<file path="src/rtl/psum_acc_pkg.sv">
// Shared configuration for the processing-element control path: datapath
// widths and the state encoding of the partial-sum accumulator.
package PECtlCfg;

  // Width of the signed partial sum produced by the arithmetic unit.
  localparam int AuODWd = 16;

  // Default width of the per-output term-count field.
  localparam int AccNumWdDef = 8;

  // Accumulator width: enough headroom for 2^AccNumWdDef full-scale terms.
  localparam int AccODWd = AuODWd + AccNumWdDef;

  // ACC collects terms; HOLD presents a finished result until it is taken.
  typedef enum logic [0:0] {
    ACC  = 1'b0,
    HOLD = 1'b1
  } acc_state_e;

endpackage

</file>
<file path="src/rtl/psum_acc.sv">
// Partial-sum accumulator: sums a programmable number of signed terms from
// the arithmetic unit and hands the total downstream.
//
// Handshakes: upstream, a term transfers on a cycle where sum_rdy and sum_ack
// are both high; sum_ack does not depend on sum_rdy. Downstream, o_acc and
// acc_zero are valid while acc_rdy is high and are held stable until a cycle
// with acc_ack and i_cont_stall both high. i_cont_clear overrides everything.
import PECtlCfg::*;

module psum_acc #(
  parameter int AccNumWd = 8
) (
  input  logic                i_clk,
  input  logic                i_rstn,
  input  logic                i_cont_stall,
  input  logic                i_cont_clear,
  input  logic [AccNumWd-1:0] i_cont_accNum,
  input  logic [AuODWd-1:0]   i_sum,
  input  logic                sum_rdy,
  output logic                sum_ack,
  input  logic                sum_zero,
  output logic [AccODWd-1:0]  o_acc,
  output logic                acc_rdy,
  input  logic                acc_ack,
  output logic                acc_zero,
  output acc_state_e          o_dbg_state
);

  acc_state_e          state_q, state_d;
  logic [AccODWd-1:0]  acc_q, acc_d;
  logic [AccNumWd-1:0] cnt_q, cnt_d;
  logic [AccNumWd-1:0] accnum_q, accnum_d;
  logic                zflag_q, zflag_d;
  logic [AccODWd-1:0]  oacc_q, oacc_d;
  logic                acc_rdy_q, acc_rdy_d;
  logic                acc_zero_q, acc_zero_d;

  logic                accept;
  logic [AccNumWd-1:0] num_eff;
  logic [AccNumWd-1:0] last_cnt;
  logic                last_term;
  logic [AccODWd-1:0]  term;
  logic [AccODWd-1:0]  sum_nxt;

  // Term acceptance, target count and the running sum including this term.
  always_comb begin
    sum_ack   = i_rstn && i_cont_stall && (state_q == ACC) && !i_cont_clear;
    accept    = sum_rdy && sum_ack;
    // The term count is taken live on the first term of an output and from
    // the latched copy afterwards, so mid-sum changes wait for the next output.
    num_eff   = (cnt_q == '0) ? i_cont_accNum : accnum_q;
    // A count of 0 wraps to all-ones here, which selects 2^AccNumWd terms.
    last_cnt  = num_eff - AccNumWd'(1);
    last_term = (cnt_q == last_cnt);
    // Bubbles (sum_zero low) still count as terms but contribute nothing.
    term      = sum_zero ? AccODWd'($signed(i_sum)) : '0;
    sum_nxt   = acc_q + term;
  end

  // Next-state logic: clear first, then freeze on stall, then handshakes.
  always_comb begin
    state_d    = state_q;
    acc_d      = acc_q;
    cnt_d      = cnt_q;
    accnum_d   = accnum_q;
    zflag_d    = zflag_q;
    oacc_d     = oacc_q;
    acc_rdy_d  = acc_rdy_q;
    acc_zero_d = acc_zero_q;

    if (i_cont_clear) begin
      // Flush: drop the partial sum and any result still waiting in HOLD.
      state_d   = ACC;
      acc_d     = '0;
      cnt_d     = '0;
      zflag_d   = 1'b0;
      acc_rdy_d = 1'b0;
    end else if (i_cont_stall) begin
      if (accept) begin
        if (cnt_q == '0) begin
          accnum_d = i_cont_accNum;
        end
        if (last_term) begin
          oacc_d     = sum_nxt;
          acc_zero_d = zflag_q | sum_zero;
          acc_rdy_d  = 1'b1;
          acc_d      = '0;
          cnt_d      = '0;
          zflag_d    = 1'b0;
          state_d    = HOLD;
        end else begin
          acc_d   = sum_nxt;
          cnt_d   = cnt_q + AccNumWd'(1);
          zflag_d = zflag_q | sum_zero;
        end
      end else if ((state_q == HOLD) && acc_ack) begin
        acc_rdy_d = 1'b0;
        state_d   = ACC;
      end
    end
  end

  // State registers with asynchronous active-low reset.
  always_ff @(posedge i_clk or negedge i_rstn) begin
    if (!i_rstn) begin
      state_q    <= ACC;
      acc_q      <= '0;
      cnt_q      <= '0;
      accnum_q   <= '0;
      zflag_q    <= 1'b0;
      oacc_q     <= '0;
      acc_rdy_q  <= 1'b0;
      acc_zero_q <= 1'b0;
    end else begin
      state_q    <= state_d;
      acc_q      <= acc_d;
      cnt_q      <= cnt_d;
      accnum_q   <= accnum_d;
      zflag_q    <= zflag_d;
      oacc_q     <= oacc_d;
      acc_rdy_q  <= acc_rdy_d;
      acc_zero_q <= acc_zero_d;
    end
  end

  assign o_acc       = oacc_q;
  assign acc_rdy     = acc_rdy_q;
  assign acc_zero    = acc_zero_q;
  assign o_dbg_state = state_q;

endmodule

</file>
<file path="config.mk">
export PLATFORM = sky130hd
export DESIGN_NAME = psum_acc
export DESIGN_NICKNAME = d
export VERILOG_FILES = /design/src/rtl/psum_acc_pkg.sv /design/src/rtl/psum_acc.sv
export SDC_FILE = /design/constraint.sdc
export NUM_CORES = 1
export LEC_CHECK = 0
export ABC_AREA = 1
export ABC_CLOCK_PERIOD_IN_PS = 4500
export BUFFER_PORTS_ARGS = -buffer_cell sky130_fd_sc_hd__clkbuf_2
export CAP_MARGIN = 5
export CORE_MARGIN = 4
export CORE_UTILIZATION = 65
export CTS_BUF_LIST = sky130_fd_sc_hd__clkbuf_8
export DETAILED_ROUTE_END_ITERATION = 10
export GPL_ROUTABILITY_DRIVEN = 1
export GPL_TIMING_DRIVEN = 0
export PLACE_DENSITY = 0.95
export SYNTH_ARGS = -nofsm -noshare
export SYNTH_HDL_FRONTEND = slang
export SYNTH_SLANG_ARGS = --single-unit
</file>
<file path="constraint.sdc">
create_clock -name i_clk -period 4.5 [get_ports i_clk]
set_input_delay 0.225 -clock i_clk [delete_from_list [all_inputs] [get_ports i_clk]]
set_output_delay 0.225 -clock i_clk [all_outputs]
set_load 0.03 [all_outputs]
</file>
==> results_dict.tcl <==
set metrics [dict create \
    post-place-ws_ns 1.07 \
    areaGrowthSynthToFinish_pct 12.4 \
    setup_viol 0 \
    ir_worst_vdd_mv 0.173 \
    avgSynthCellArea_um2 7.11 \
    synth_warnings 0 \
    async_flop_share_pct 100 \
    synth_nets 737 \
    maxCapViolations 0 \
    drt.antenna.violating_nets 0 \
    critPathLaunchType "flip-flop" \
    cts_hold_buffers 0 \
    period_minus_slack_ns 3.21 \
    die_h_um 94.2 \
    cts_root_buf "clkbuf_8" \
    crit_family "compound AO/OA/AOI/OAI gates" \
    cp.depth 13 \
    core_area_um2 7250 \
    die_w_um 94.2 \
    rsz0062_at_grt "no" \
    drtIter0Drc 302 \
    cts_tree "built" \
    p_leak_nw 3.17 \
    cp_max_fo 4 \
    worst-path-buf-inv 2 \
    timing.rr.end "o_acc[18]$_DFFE_PN0P_" \
    post_cts_buffers 0 \
    worst_path_largest_cell_delay_ns 0.65 \
    fin_nets 805 \
    die-area_um2 8870 \
    grt_max_degree 69 \
    rows 31 \
    vias 4900 \
    layout_setup_ws_ns 1.29 \
    timing.fmax_mhz 311 \
    cts_resized 0 \
    synth_flop_cell "dfrtp_1" \
    critPathArrivalTime_ns 3.52 \
    worstMarginPinSlew_ns 0.943 \
    slew_viol_final 0 \
    cts_sinks 67 \
    relSlewSlack_pct 37.2 \
    r2r-start "acc_q[0]$_DFFE_PN0P_" \
    grt.total_usage_pct 30.9 \
    h-tree-depth 3 \
    path_cells "ha_1, inv_1, fa_1, o21ai_0, nand2_1, nand2_1, inv_1, o21ai_0, nand2_1, nand2_1, xor2_1, nand4_1, nand2_1" \
    hold_class "in2async" \
    cts.path.max_buffers 2 \
    final_common_cell "nand2_1" \
    status "finished clean" \
    crit_slowest_cell "o21ai_0" \
    startpoint "acc_q[0]$_DFFE_PN0P_" \
    power.total_mw 1.40 \
    finalHoldViolCount 0 \
    grt_pass1_wl_um 21500 \
    layout_common_cells "249 x nand2_1, 67 x dfrtp_1, 61 x nand3_1" \
    setup_tns_ns 0 \
    clock_skew_ns 0.0139 \
    grt_overflow_total 0 \
    ys_types 36 \
    endpoint "o_acc[18]$_DFFE_PN0P_" \
    grt_antenna_before_repair 0 \
    n_antenna_cell 0 \
    powerDensity_nw_per_um2 258 \
    grt_pass1_vias 4781 \
    initial_core_util_pct 66.6 \
    synth-edff-count 0 \
    drc 0 \
    port_buffers 57 \
    io-pin-count 59 \
    crit_path_frequent_cell "nand2_1" \
    cts-buffers-inserted 9 \
    cp-end-kind "flip-flop" \
    synth_area_um2 4830 \
    routabilityCongestion 0.923 \
    required_ns 4.81 \
    seq_area_frac_synth_pct 34.7 \
    clk_latency_ns 0.37 \
    drive_above_1_share_pct 15.0 \
    wire_per_inst_um 15.3 \
    drt_pass1_iterations 5 \
    avgViaCountPerCell 5.76 \
    rrSetupSlack_ns 1.29 \
    r2r_cells 13 \
    synth_cells 679 \
    criticalPathCategory "reg2reg" \
    wl_um 13000 \
    cts.reportedPaths.clkPinSlew_ns 0.09 \
    post-route-period-util_pct 71.4 \
    ys_seq_elements 67 \
    dp_hpwl_um 9840 \
]
## flip-flops by register name, summed over array words and instances (netlist names)
| name | cells |
|---|---|
| acc_q | 24 |
| o_acc | 24 |
| accnum_q | 8 |
| cnt_q | 8 |
| acc_rdy | 1 |
| acc_zero | 1 |
| zflag_q | 1 |
## synth_stat cells (6+ instances only)
library cell | count | area [µm²]
nand2_1 | 249 | 935
dfrtp_1 | 67 | 1680
nand3_1 | 61 | 305
inv_1 | 57 | 214
nand4_1 | 32 | 200
nor2_1 | 31 | 116
a21oi_1 | 28 | 140
ha_1 | 26 | 325
o21ai_0 | 20 | 100
xor2_1 | 20 | 175
clkbuf_1 | 8 | 30.0
nor3_1 | 8 | 40.0
xnor2_1 | 8 | 70.1
inv_2 | 7 | 26.3
buf_6 | 6 | 67.6
## metal layers
layer / GRT usage (%) / vias to the layer above / share of wire, %
met3: 5.05 / 53 / 7.3
met4: 16.6 / 0 / 4.0
met5: 0 / - / 0
met2: 51.9 / 243 / 49
met1: 37.9 / 2261 / 40
li1: - / 2343 / -
## power breakdown
group	leakage [nW]	internal (mW)	switching, mW
registers	0.921	0.628	0.0170
logic	2.16	0.0852	0.180
clock network	0.0937	0.221	0.271
## how the worst min path moves through the flow
stage / startpoint / end / cells past startpoint
finish: i_rstn / o_acc[0]$_DFFE_PN0P_ / 1
detailed placement: i_rstn / o_acc[11]$_DFFE_PN0P_ / 1
global placement: o_acc[23]$_DFFE_PN0P_ / o_acc[23]$_DFFE_PN0P_ / 2
CTS: i_rstn / o_acc[11]$_DFFE_PN0P_ / 1
floorplan: i_rstn / acc_q[0]$_DFFE_PN0P_ / 0
global route: i_rstn / o_acc[18]$_DFFE_PN0P_ / 1
## area by class of cell
cell class                 count  area (µm²)
multi-input combinational    525        2760
fill                         590        1830
sequential                    67        1680
timing repair buffer          57         288
inverter                      64         240
buffer                        23         150
clock buffer                  10         138
tap                           99         124
clock inverter                 6        47.5
## cell families (layout without fill, tap and decap cells)
group / after synthesis / after routing / share of synthesized area [%]
XOR/XNOR: 28 / 28 / 5.08
AND/OR/NAND/NOR: 411 / 411 / 38.4
adder cells (fa/ha/maj): 27 / 27 / 7.15
flip-flops: 67 / 67 / 34.7
AO/OA/AOI/OAI: 59 / 59 / 6.55
buffers and inverters: 87 / 160 / 8.08
## metrics by stage
stage / instances / hold slack (ns) / utilization (%) / cell area (µm²)
6_report: 851 / 0.00307 / 74.8 / 5430
5_1_grt: 851 / 0.0683 / 74.8 / 5430
4_1_cts: 851 / 0.0592 / 74.8 / 5430
3_5_place_dp: 835 / 0.446 / 72.3 / 5240
3_3_place_gp: 835 / 0.456 / 72.2 / 5240
2_1_floorplan: 679 / -0.0706 / - / 4830
(Power assumes the default switching activity.)
